==> src/rtl/m_mic_mem_bridge_if.sv <==
// Bundle of the controller-side and memory-side signals of the micro
// controller memory bridge. The master modport is the bridge's own view
// (it masters the memory bus); the slave modport is the surrounding
// controller/memory environment.
interface m_mic_mem_bridge_if;
    // Controller side
    logic [1:0]  i_mic_req;
    logic [31:0] i_mic_addr;
    logic [31:0] i_mic_wdata;
    logic [2:0]  i_mic_ctrl;
    logic        o_stall;
    logic [31:0] o_data;
    // Memory / MMIO bus side
    logic        o_mem_valid;
    logic        i_mem_ready;
    logic [31:0] o_mem_addr;
    logic        o_mem_we;
    logic [3:0]  o_mem_wstrb;
    logic [31:0] o_mem_wdata;
    logic        i_mem_rvalid;
    logic [31:0] i_mem_rdata;
    // Error reporting
    logic        o_err;
    logic        i_err_clr;

    modport master (
        input  i_mic_req, i_mic_addr, i_mic_wdata, i_mic_ctrl,
        input  i_mem_ready, i_mem_rvalid, i_mem_rdata, i_err_clr,
        output o_stall, o_data, o_mem_valid, o_mem_addr, o_mem_we,
        output o_mem_wstrb, o_mem_wdata, o_err
    );

    modport slave (
        output i_mic_req, i_mic_addr, i_mic_wdata, i_mic_ctrl,
        output i_mem_ready, i_mem_rvalid, i_mem_rdata, i_err_clr,
        input  o_stall, o_data, o_mem_valid, o_mem_addr, o_mem_we,
        input  o_mem_wstrb, o_mem_wdata, o_err
    );
endinterface

==> src/rtl/m_mic_mem_bridge.sv <==
// Bridge from the micro controller's non-local load/store requests
// (addr[31:28] != 0) onto a valid/ready request, rvalid response bus.
// The controller is stalled until the access completes; load data is
// lane-shifted and sign/zero extended, store data is lane-replicated with
// byte strobes. A response timeout forces completion and sets a sticky error.
module m_mic_mem_bridge #(
    parameter int unsigned TIMEOUT  = 1023,
    parameter logic [31:0] ERR_DATA = 32'hFFFF_FFFF
) (
    input  logic                 CLK,
    input  logic                 RST,
    m_mic_mem_bridge_if.master   bus
);

    // Controller access codes; code fetch (2) and idle (3) never hit.
    localparam logic [1:0] ACCESS_READ  = 2'd0;
    localparam logic [1:0] ACCESS_WRITE = 2'd1;

    // Last RSP cycle before a forced completion.
    localparam logic [15:0] TO_LAST = 16'(TIMEOUT - 1);

    typedef enum logic [1:0] {
        ST_IDLE,
        ST_REQ,
        ST_RSP,
        ST_DONE
    } state_t;

    state_t      state;
    state_t      state_nxt;

    logic        hit;
    logic        is_write;
    logic        timeout_hit;
    logic        rsp_done;

    logic [31:0] mem_addr;
    logic        mem_we;
    logic [3:0]  mem_wstrb;
    logic [31:0] mem_wdata;
    logic [1:0]  lane;
    logic [2:0]  ctrl;
    logic [31:0] data;
    logic        err;
    logic [15:0] cnt;

    // Shift the addressed lane down and extend according to funct3.
    function automatic logic [31:0] load_fmt(input logic [31:0] rdata,
                                             input logic [1:0]  off,
                                             input logic [2:0]  f3);
        logic [31:0] w;
        w = rdata >> {off, 3'b000};
        case (f3)
            3'b000:  load_fmt = {{24{w[7]}}, w[7:0]};
            3'b100:  load_fmt = {24'h0, w[7:0]};
            3'b001:  load_fmt = {{16{w[15]}}, w[15:0]};
            3'b101:  load_fmt = {16'h0, w[15:0]};
            default: load_fmt = w;
        endcase
    endfunction

    // Byte enables for a store of the given size at the given lane.
    function automatic logic [3:0] store_strb(input logic [1:0] off,
                                              input logic [1:0] size);
        case (size)
            2'b00:   store_strb = 4'b0001 << off;
            2'b01:   store_strb = 4'b0011 << {off[1], 1'b0};
            default: store_strb = 4'b1111;
        endcase
    endfunction

    // Replicate right-aligned store data across every lane it may occupy.
    function automatic logic [31:0] store_data(input logic [31:0] d,
                                               input logic [1:0]  size);
        case (size)
            2'b00:   store_data = {4{d[7:0]}};
            2'b01:   store_data = {2{d[15:0]}};
            default: store_data = d;
        endcase
    endfunction

    assign is_write    = (bus.i_mic_req == ACCESS_WRITE);
    assign hit         = ((bus.i_mic_req == ACCESS_READ) || is_write) &&
                         (bus.i_mic_addr[31:28] != 4'h0);
    assign timeout_hit = (TIMEOUT != 0) && (cnt == TO_LAST);
    assign rsp_done    = bus.i_mem_rvalid || timeout_hit;

    // State register.
    always_ff @(posedge CLK or posedge RST) begin
        if (RST) begin
            state <= ST_IDLE;
        end else begin
            state <= state_nxt;
        end
    end

    // Next-state decode plus the combinational stall and request valid.
    always_comb begin
        state_nxt       = state;
        bus.o_stall     = 1'b0;
        bus.o_mem_valid = 1'b0;
        case (state)
            ST_IDLE: begin
                bus.o_stall = hit;
                if (hit) begin
                    state_nxt = ST_REQ;
                end
            end
            ST_REQ: begin
                bus.o_stall     = 1'b1;
                bus.o_mem_valid = 1'b1;
                if (bus.i_mem_ready) begin
                    state_nxt = ST_RSP;
                end
            end
            ST_RSP: begin
                bus.o_stall = 1'b1;
                if (rsp_done) begin
                    state_nxt = ST_DONE;
                end
            end
            ST_DONE: begin
                // Stall drops here so the controller leaves EX exactly once.
                state_nxt = ST_IDLE;
            end
            default: state_nxt = ST_IDLE;
        endcase
    end

    // Capture the request on a hit; bus outputs then stay stable until the next hit.
    always_ff @(posedge CLK or posedge RST) begin
        if (RST) begin
            mem_addr  <= 32'h0;
            mem_we    <= 1'b0;
            mem_wstrb <= 4'h0;
            mem_wdata <= 32'h0;
            lane      <= 2'b00;
            ctrl      <= 3'b000;
        end else if (state == ST_IDLE && hit) begin
            mem_addr  <= {bus.i_mic_addr[31:2], 2'b00};
            mem_we    <= is_write;
            mem_wstrb <= is_write ? store_strb(bus.i_mic_addr[1:0], bus.i_mic_ctrl[1:0]) : 4'h0;
            mem_wdata <= store_data(bus.i_mic_wdata, bus.i_mic_ctrl[1:0]);
            lane      <= bus.i_mic_addr[1:0];
            ctrl      <= bus.i_mic_ctrl;
        end
    end

    // Response timeout counter: cleared on entry to RSP, counts every RSP cycle.
    always_ff @(posedge CLK or posedge RST) begin
        if (RST) begin
            cnt <= 16'h0;
        end else if (state == ST_REQ && bus.i_mem_ready) begin
            cnt <= 16'h0;
        end else if (state == ST_RSP) begin
            cnt <= cnt + 16'h1;
        end
    end

    // Load result register; writes never touch it, a timed-out read returns ERR_DATA.
    always_ff @(posedge CLK or posedge RST) begin
        if (RST) begin
            data <= 32'h0;
        end else if (state == ST_RSP && !mem_we) begin
            if (bus.i_mem_rvalid) begin
                data <= load_fmt(bus.i_mem_rdata, lane, ctrl);
            end else if (timeout_hit) begin
                data <= ERR_DATA;
            end
        end
    end

    // Sticky timeout flag; a timeout in the same cycle as a clear wins.
    always_ff @(posedge CLK or posedge RST) begin
        if (RST) begin
            err <= 1'b0;
        end else if (state == ST_RSP && !bus.i_mem_rvalid && timeout_hit) begin
            err <= 1'b1;
        end else if (bus.i_err_clr) begin
            err <= 1'b0;
        end
    end

    assign bus.o_mem_addr  = mem_addr;
    assign bus.o_mem_we    = mem_we;
    assign bus.o_mem_wstrb = mem_wstrb;
    assign bus.o_mem_wdata = mem_wdata;
    assign bus.o_data      = data;
    assign bus.o_err       = err;

endmodule

==> src/flat_wrapper.sv <==
// flat-port wrapper written by rule: the top's interface ports become plain ports
module m_mic_mem_bridge_flat 
#(
    parameter int unsigned TIMEOUT  = 1023,
    parameter logic [31:0] ERR_DATA = 32'hFFFF_FFFF
)
  (CLK, RST, bus_i_mic_req, bus_i_mic_addr, bus_i_mic_wdata, bus_i_mic_ctrl, bus_i_mem_ready, bus_i_mem_rvalid, bus_i_mem_rdata, bus_i_err_clr, bus_o_stall, bus_o_data, bus_o_mem_valid, bus_o_mem_addr, bus_o_mem_we, bus_o_mem_wstrb, bus_o_mem_wdata, bus_o_err);
  m_mic_mem_bridge_if bus_i ();
  input  logic CLK;
  input  logic RST;
  input wire logic [$bits(bus_i.i_mic_req)-1:0] bus_i_mic_req;
  input wire logic [$bits(bus_i.i_mic_addr)-1:0] bus_i_mic_addr;
  input wire logic [$bits(bus_i.i_mic_wdata)-1:0] bus_i_mic_wdata;
  input wire logic [$bits(bus_i.i_mic_ctrl)-1:0] bus_i_mic_ctrl;
  input wire logic [$bits(bus_i.i_mem_ready)-1:0] bus_i_mem_ready;
  input wire logic [$bits(bus_i.i_mem_rvalid)-1:0] bus_i_mem_rvalid;
  input wire logic [$bits(bus_i.i_mem_rdata)-1:0] bus_i_mem_rdata;
  input wire logic [$bits(bus_i.i_err_clr)-1:0] bus_i_err_clr;
  output wire logic [$bits(bus_i.o_stall)-1:0] bus_o_stall;
  output wire logic [$bits(bus_i.o_data)-1:0] bus_o_data;
  output wire logic [$bits(bus_i.o_mem_valid)-1:0] bus_o_mem_valid;
  output wire logic [$bits(bus_i.o_mem_addr)-1:0] bus_o_mem_addr;
  output wire logic [$bits(bus_i.o_mem_we)-1:0] bus_o_mem_we;
  output wire logic [$bits(bus_i.o_mem_wstrb)-1:0] bus_o_mem_wstrb;
  output wire logic [$bits(bus_i.o_mem_wdata)-1:0] bus_o_mem_wdata;
  output wire logic [$bits(bus_i.o_err)-1:0] bus_o_err;
  assign bus_i.i_mic_req = bus_i_mic_req;
  assign bus_i.i_mic_addr = bus_i_mic_addr;
  assign bus_i.i_mic_wdata = bus_i_mic_wdata;
  assign bus_i.i_mic_ctrl = bus_i_mic_ctrl;
  assign bus_i.i_mem_ready = bus_i_mem_ready;
  assign bus_i.i_mem_rvalid = bus_i_mem_rvalid;
  assign bus_i.i_mem_rdata = bus_i_mem_rdata;
  assign bus_i.i_err_clr = bus_i_err_clr;
  assign bus_o_stall = bus_i.o_stall;
  assign bus_o_data = bus_i.o_data;
  assign bus_o_mem_valid = bus_i.o_mem_valid;
  assign bus_o_mem_addr = bus_i.o_mem_addr;
  assign bus_o_mem_we = bus_i.o_mem_we;
  assign bus_o_mem_wstrb = bus_i.o_mem_wstrb;
  assign bus_o_mem_wdata = bus_i.o_mem_wdata;
  assign bus_o_err = bus_i.o_err;
  m_mic_mem_bridge #(.TIMEOUT(TIMEOUT), .ERR_DATA(ERR_DATA)) u_core (.CLK(CLK), .RST(RST), .bus(bus_i));
endmodule
==> config.mk <==
export PLATFORM = sky130hd
export DESIGN_NAME = m_mic_mem_bridge_flat
export DESIGN_NICKNAME = d
export VERILOG_FILES = /design/src/rtl/m_mic_mem_bridge_if.sv /design/src/rtl/m_mic_mem_bridge.sv /design/src/flat_wrapper.sv
export SDC_FILE = /design/constraint.sdc
export NUM_CORES = 1
export LEC_CHECK = 0
export BUFFER_PORTS_ARGS = -buffer_cell sky130_fd_sc_hd__buf_2
export CORE_ASPECT_RATIO = 2
export CORE_MARGIN = 1.5
export CORE_UTILIZATION = 35
export CTS_CLUSTER_SIZE = 28
export DETAILED_ROUTE_END_ITERATION = 16
export GPL_ROUTABILITY_DRIVEN = 0
export GPL_TIMING_DRIVEN = 0
export REMOVE_ABC_BUFFERS = 1
export SYNTH_ARGS = -nofsm -noshare
export SYNTH_HDL_FRONTEND = slang
export SYNTH_SLANG_ARGS = --single-unit
==> constraint.sdc <==
create_clock -name CLK -period 6.1 [get_ports CLK]
set_clock_uncertainty 0.15 [all_clocks]
set_input_delay 0.915 -clock CLK [delete_from_list [all_inputs] [get_ports CLK]]
set_output_delay 0.915 -clock CLK [all_outputs]
set_load 0.005 [all_outputs]
Yosys cells after proc, flatten, opt, wreduce, memory -nomap -nowiden

Cells that the tools add are included.

Register bits after elaboration: 123
Input port bits: 106
Word-level logic and storage cells: 63

Add/sub/neg operators: 1
Equality and inequality tests: 12
Shifts and indexed selects: 3
Muxes and demuxes: 16
Reductions and logical operators: 21

Operator list:

| operator                | number |
|---|---|
| $pmux W32 S4            | 1 |
| $mux W32                | 2 |
| $pmux W32 S2            | 1 |
| $mux W16                | 2 |
| $shr A32 B5 Y32         | 1 |
| $add A16 B1 Y16 const B | 1 |
| $eq A16 B10 Y1 const B  | 1 |
| $pmux W2 S4             | 1 |
| $pmux W4 S2             | 1 |
| $eq A2 B1 Y1 const B    | 3 |
| $eq A3 B3 Y1 const B    | 2 |
| $logic_and A1 B1 Y1     | 6 |
| $logic_not A2 Y1        | 3 |
| $mux W2                 | 3 |
| $reduce_bool A2 Y1      | 3 |
| $eq A2 B2 Y1 const B    | 2 |
| $mux W4                 | 1 |
| $ne A2 B1 Y1 const B    | 2 |
| $reduce_bool A4 Y1      | 1 |
| $shl A1 B2 Y4 const A   | 1 |
| $shl A2 B2 Y4 const A   | 1 |
| $eq A3 B1 Y1 const B    | 1 |
| $logic_not A3 Y1        | 1 |
| $mux W1                 | 3 |
| 7 further kinds         | 9 |

Depth between registers and ports, before layout

Gate-level depths: netlist (run 1).

Depth in word-level cells: 5
Depth in mapped cells: 8
Gate-level depth less buffers: 6

Worst setup path before layout (run 1)

Ideal clock, no wire load.

Path kind: input to output
Start: input port bus_i_mic_addr[28]
End: output port bus_o_stall
Arrival: 1816 ps
Setup slack: 3219 ps
Cell stages on the path: 4
Cells stage by stage: or4_1 nor3b_1 nor2_1 nor2_1

Word-level cells in the longest chain between the ends: 3

Ends and longest elaborated chain:

| element             | line                    | RTL |
|---|---|---|
| start: declaration  | flat_wrapper.sv:12      | `input wire logic [$bits(bus_i.i_mic_addr)-1:0] bus_i_mic_addr;` |
| $reduce_bool A4 Y1  | m_mic_mem_bridge.sv:84  | `(bus.i_mic_addr[31:28] != 4'h0);` |
| $logic_and A1 B1 Y1 | m_mic_mem_bridge.sv:83  | `assign hit = ((bus.i_mic_req == ACCESS_READ) \|\| is_write) &&` |
| $pmux W1 S2         | m_mic_mem_bridge.sv:102 | `case (state)` |
| end: declaration    | flat_wrapper.sv:19      | `output wire logic [$bits(bus_i.o_stall)-1:0] bus_o_stall;` |

Every way passes these cells.

Worst setup path in the final report (run 1)

Ends and elaborated chain as after synthesis.

==> metrics.yaml, run 1 <==
outcome:
  status: "finished clean"
critical_path:
  worstPathCellList: "buf_2, or4_1, nor3b_2, buf_8, nor2_1, nor2_1, buf_2"
  critical_path_arrival_ns: 2.28
  crit_family: "simple AND/OR/NAND/NOR gates"
  path_buf_inv: 3
  crit_type: "in2out"
  critPathMaxFanout: 15
  crit_path_end_kind: "primary output"
  critPathSlowestCell: "or4_1"
  startpoint_type: "input pin"
  cpPeakStageDelay_ns: 0.57
  crit_required_ns: 5.03
detailed_routing:
  drc: 0
  drt-initial-drc-count: 172
  vias: 5104
  routedWlPerCell_um: 15.78
  drt_wl_total_mm: 16.32
  vias_per_cell: 4.936
  first_pass_iters: 4
  ant_nets: 0
global_route:
  gr-total-overflow: 0
  grt_pass1_vias: 5130
  track_usage: 0.1956
  grt_pass1_wl_mm: 26.06
  antenna_found_initial: 2
  grt_start_max_net_pins: 84
clock_network:
  post_cts_buffers: 0
  path_clk_slew_ns: 0.06
  clock_latency_ns: 0.41
  cts_resized: 0
  cts_root_buf: "clkbuf_16"
  cts_inserted_buffers: 17
  htreeDepth: 4
  cts_tree: "done"
  clock_path_buffers: 2
  hold_buffers: 0
  clock_sinks: 123
power:
  p_comb_frac: 0.348
  power_frac_clock: 0.278
  p_per_area_nw_per_um2: 490.7
  p_seq_frac: 0.374
  swShare: 0.3459
  ir_drop_mv: 0.2454
  p_sw_uw: 1317
  leakagePower_uw: 0.003926
  internal-power_uw: 2491
timing:
  finalCritPeriodShare: 0.5486
  fin_ws_ns: 2.754
  min_period_ns: 3.346
  finalSetupTns_ns: 0
  max_clock_freq_ghz: 0.2988
  hold_viol_final: 0
  whs_ns: 0.3153
  setup_violations: 0
  rsz0062_at_grt: "no"
  slew_viol_final: 0
  tightest_slew_ns: 1.281
  relSlewSlack: 0.1461
synth:
  yosys_warnings: 0
  synth_area_leaders: "dfrtp_1 53%, nand2_1 11%, mux2i_1 7.4%"
  ys_types: 45
  synthesis.area_um2: 5846
  yosys.area.top_type: "dfrtp_1"
  syn_avg_cell_area_um2: 9.459
  synth_top_area_frac: 0.5265
  syn-instance-count: 618
  postSynth.asyncResetShare: 1.000
  ys_seq_elements: 123
  ys_seq_area_frac: 0.5265
  synth_edf_count: 0
  synth_top_flop_cell: "dfrtp_1"
floorplan:
  dieArea_um2: 17530
  row_count: 66
  core_um2: 16270
  io_pins: 210
  initial_core_util: 0.3593
  die_x_um: 94.39
  die_h_um: 185.8
finish:
  post-route-util: 0.4771
  final_nets: 928
  syn2layout_area_growth_pct: 32.77
  fillers: 1614
  drive_gt1_frac: 0.3104
job:
  maxCapViolations: 0
placement:
  pre_cts_ws_ns: 2.750
  portBuffers: 207
  dp_hpwl_mm: 12.02
worst_hold_path:
  hold_class: "reg2reg"
power by group through the flow:
stage          sequential [uW]  combinational, uW  clock, uW
2_1_floorplan             1440                696          0
3_3_place_gp              1430               1300          0
3_5_place_dp              1440               1360          0
4_1_cts                   1430               1360       1080
5_1_grt                   1480               1490       1120
6_report                  1420               1330       1060
registers in the layout (all words and copies together), names as in the netlist:
| register | count |
|---|---|
| u_core.bus.o_mem_wdata | 32 |
| u_core.cnt | 16 |
| u_core.state | 2 |
| u_core.bus.o_data | 32 |
| u_core.lane | 2 |
| u_core.ctrl | 3 |
| u_core.bus.o_err | 1 |
| u_core.bus.o_mem_addr | 30 |
| u_core.bus.o_mem_wstrb | 4 |
| u_core.bus.o_mem_we | 1 |
cell usage after synthesis (all sizes together), types with 9 or more instances:
| cell | number |
|---|---|
| a21oi | 25 |
| and2 | 16 |
| buf | 11 |
| clkbuf | 27 |
| dfrtp | 123 |
| inv | 12 |
| mux2i | 43 |
| nand2 | 167 |
| nor2 | 42 |
| nor2b | 9 |
| o21ai | 43 |
| o22a | 24 |
through the flow:
stage | cell area [um2] | std cells | total power, uW
after floorplan | 5683 | 581 | 2133
after global placement | 6974 | 992 | 2735
after detailed placement | 7134 | 1000 | 2793
after CTS | 7756 | 1032 | 3866
after global routing | 7759 | 1033 | 4089
final | 7761 | 1034 | 3808
cell usage in the layout (no fill, tap or decap), types with 3 or more instances in the layout:
cell type,count
buf_16,3
xnor2_1,4
and2_1,16
dfrtp_1,123
nor2b_1,9
buf_8,3
bufinv_16,3
xor2_1,3
a2bb2oi_1,8
nand4_1,5
or4_1,3
clkinvlp_4,4
nand2_1,167
inv_1,11
ha_1,7
nand2b_1,3
mux2i_1,43
buf_2,207
or3_1,7
nand3_1,3
nor2_1,42
o22a_1,24
clkbuf_16,17
a211oi_1,8
clkinv_4,5
o21ai_0,43
a21oi_1,25
per-layer routing:
layer / GRT usage / vias up / routed length, um
met1: 0.2021 / 2425 / 5972
li1: - / 2494 / -
met5: 0 / - / 0
met3: 0.03922 / 34 / 785
met4: 0.1021 / 0 / 590
met2: 0.3617 / 151 / 8971
worst register-to-register path: stages, from the launching register on:
cell     delay [ns]
dfrtp_1        1.19
nor2b_1        0.63
nand2_1        0.10
a31o_2         0.40
o22a_1         0.23
layout make-up:
| class | instances | area, um2 | area share |
|---|---|---|---|
| Tap cell | 204 | 255.2 | 0.03289 |
| Inverter | 12 | 50.05 | 0.006448 |
| Timing Repair Buffer | 215 | 1186 | 0.1528 |
| Clock inverter | 13 | 168.9 | 0.02176 |
| Sequential cell | 123 | 3078 | 0.3966 |
| Multi-Input combinational cell | 446 | 2565 | 0.3305 |
| Clock buffer | 19 | 452.9 | 0.05836 |
| Antenna cell | 2 | 5.005 | 0.0006448 |
cell families after synthesis:
| group | Yosys count | synth area share |
|---|---|---|
| mux | 45 | 0.07941 |
| buf+inv | 50 | 0.03617 |
| compound gates | 120 | 0.1357 |
| other cells | 1 | 0.0006415 |
| fa+ha+maj | 7 | 0.01498 |
| xor+xnor | 7 | 0.01049 |
| simple gates | 265 | 0.1961 |
| flops | 123 | 0.5265 |
final timing paths:
check	startpoint	endpoint	slack, ns	cells past startpoint
hold reg to reg	u_core.bus.o_mem_addr[27]$_DFFE_PP0P_	u_core.bus.o_mem_addr[27]$_DFFE_PP0P_	0.32	2
max in group asynchronous	RST	u_core.bus.o_mem_wdata[2]$_DFFE_PP0P_	4.70	3
setup reg to reg	u_core.lane[0]$_DFFE_PP0P_	u_core.bus.o_data[20]$_DFFE_PP0P_	3.29	4
min in group asynchronous	RST	u_core.bus.o_data[1]$_DFFE_PP0P_	0.35	2
hold / removal	u_core.bus.o_mem_addr[27]$_DFFE_PP0P_	u_core.bus.o_mem_addr[27]$_DFFE_PP0P_	0.32	2
setup / recovery	bus_i_mic_addr[28]	bus_o_stall	2.75	7
(Power assumes the default switching activity.)
==> inputs of run 2 (changes only) <==
==> constraint.sdc (replaced) <==
create_clock -name CLK -period 3.28 [get_ports CLK]
set_clock_uncertainty 0.15 [all_clocks]
set_input_delay 0.492 -clock CLK [delete_from_list [all_inputs] [get_ports CLK]]
set_output_delay 0.492 -clock CLK [all_outputs]
set_load 0.005 [all_outputs]
==> run 2 against run 1 <==
  * First-iteration DRC count fell by 0.58%
  * Critical path depth rose by 1
  * Via count barely moved
  * Critical endpoint unchanged
  * Sequential share of layout area fell by 0.051 points
  * Combinational power rose by 86%
  * Highest routed layer unchanged
  * Largest power group unchanged
  * Worst setup slack got worse by 2.3 ns
==> metrics.yaml, run 2 (synthesis results as in run 1) <==
clock_network:
  path_clk_slew_ns: 0.06
  clock_latency_ns: 0.41
  cts_inserted_buffers: 17
  cts_resized: 0
  cts_root_buf: "clkbuf_16"
  cts_tree: "done"
  clock_path_buffers: 2
  htreeDepth: 4
  clock_sinks: 123
floorplan:
  initial_core_util: 0.3593
  row_count: 66
  die_h_um: 185.8
  die_x_um: 94.39
  io_pins: 210
  dieArea_um2: 17530
  core_um2: 16270
global_route:
  gr-total-overflow: 0
  grt_pass1_vias: 5130
  grt_pass1_wl_mm: 26.07
  antenna_found_initial: 2
  grt_start_max_net_pins: 84
  track_usage: 0.1956
detailed_routing:
  drt-initial-drc-count: 171
  vias: 5107
  drc: 0
  first_pass_iters: 4
  vias_per_cell: 4.934
  routedWlPerCell_um: 15.79
  drt_wl_total_mm: 16.34
  ant_nets: 0
finish:
  multiInputGateArea_um2: 2565
  final_cell_mix: "207 x buf_2, 167 x nand2_1, 123 x dfrtp_1"
  fin_area_um2: 7771
  final_common_cell: "buf_2"
  syn2layout_area_growth_pct: 32.94
  regArea_um2: 3078
  final_nets: 929
  fillers: 1613
  drive_gt1_frac: 0.3100
timing:
  hold_viol_final: 0
  slew_viol_final: 0
  setup_violations: 0
  min_period_ns: 2.859
  max_clock_freq_ghz: 0.3497
  tightest_slew_ns: 1.282
  relSlewSlack: 0.1456
  fin_ws_ns: 0.4206
  finalCritPeriodShare: 0.8718
  rsz0062_at_grt: "no"
critical_path:
  crit_required_ns: 2.64
  crit_type: "reg2out"
  critPathSlowestCell: "nor3b_2"
  crit_family: "simple AND/OR/NAND/NOR gates"
  worstPathCellList: "inv_1, ha_1, inv_1, nor3b_2, buf_8, nor2_1, nor2_1, buf_2"
  r2r_cells: 4
  rr_startpoint: "u_core.lane[0]$_DFFE_PP0P_"
  crit_path_end_kind: "primary output"
  cpPeakStageDelay_ns: 0.51
  regToRegEndpoint: "u_core.bus.o_data[20]$_DFFE_PP0P_"
  critical_path_arrival_ns: 2.22
  startpoint_type: "flop"
  r2r_slack_ns: 0.47
  critPathMaxFanout: 15
  path_buf_inv: 4
placement:
  dp_hpwl_mm: 12.02
  pre_cts_ws_ns: 0.4555
  place_area_um2: 7134
  portBuffers: 207
worst_hold_path:
  whs_endpoint: "u_core.bus.o_err$_DFFE_PP0P_"
  hold_class: "in2reg"
  hold_path_depth: 2
  hold_start: "bus_i_err_clr"
job:
  maxCapViolations: 0
power:
  internal-power_uw: 4633
  ir_drop_mv: 0.4564
  power_frac_clock: 0.277
  swShare: 0.3457
  p_sw_uw: 2448
  p_seq_frac: 0.374
  p_comb_frac: 0.348
  p_per_area_nw_per_um2: 911.2
  leakagePower_uw: 0.003930
outcome:
  status: "finished clean"
==> run 2: what timing repair did <==
| action | in CTS | in global routing |
|---|---|---|
| hold buffers | 1 | 0 |
| setup buffers | 0 | 0 |
| endpoints found under the hold margin | 40 | 0 |
==> run 2: worst max-delay path by stage <==
stage	from	slack [ns]	end	cells after the start
final	u_core.state[0]$_DFFE_PP0P_	0.42	bus_o_stall	8
after CTS	u_core.state[0]$_DFFE_PP0P_	0.39	bus_o_stall	8
after global routing	u_core.state[0]$_DFFE_PP0P_	0.23	bus_o_stall	8
after global placement	u_core.state[0]$_DFFE_PP0P_	-2.85	bus_o_stall	7
after floorplan	u_core.state[0]$_DFFE_PP0P_	-0.66	bus_o_stall	6
after detailed placement	u_core.lane[1]$_DFFE_PP0P_	0.46	u_core.bus.o_data[28]$_DFFE_PP0P_	4
==> run 2: worst reg2reg max path, stage by stage, from the launching register on <==
cell	delay [ns]
dfrtp_1	1.19
nor2b_1	0.63
nand2_1	0.10
a31o_2	0.40
o22a_1	0.22
==> run 2: layout make-up <==
| type | instances | area share |
|---|---|---|
| flip-flops and latches | 123 | 0.3961 |
| multi-input cells | 446 | 0.3301 |
| repair buffers | 216 | 0.1539 |
| clock buffers | 19 | 0.05828 |
| well taps | 204 | 0.03284 |
| clock inverters | 13 | 0.02174 |
| inverters | 12 | 0.006440 |
| diodes | 2 | 0.0006440 |
==> run 2: per-layer routing <==
layer / wire length (um) / track usage / vias to the layer above
li1: - / - / 2496
met3: 803 / 0.03922 / 34
met4: 590 / 0.1021 / 0
met1: 5953 / 0.2021 / 2422
met5: 0 / 0 / -
met2: 8996 / 0.3620 / 155
==> run 2: power groups by stage <==
stage / registers (uW) / logic (uW) / clock network (uW)
after floorplan: 2670 / 1300 / 0
after global placement: 2670 / 2420 / 0
after detailed placement: 2670 / 2520 / 0
after CTS: 2660 / 2530 / 2010
after global routing: 2750 / 2780 / 2080
final: 2650 / 2470 / 1960
==> run 2: metrics by stage <==
step	hold WS [ns]	power (uW)	TNS (ns)	cells	util
2_1_floorplan	0.3193	3967	-88.91	581	-
3_3_place_gp	0.3035	5087	-433.22	992	0.4287
3_5_place_dp	0.3063	5194	0	1000	0.4385
4_1_cts	0.08726	7191	0	1033	0.4774
5_1_grt	0.1043	7606	0	1034	0.4775
6_report	0.1116	7081	0	1035	0.4777
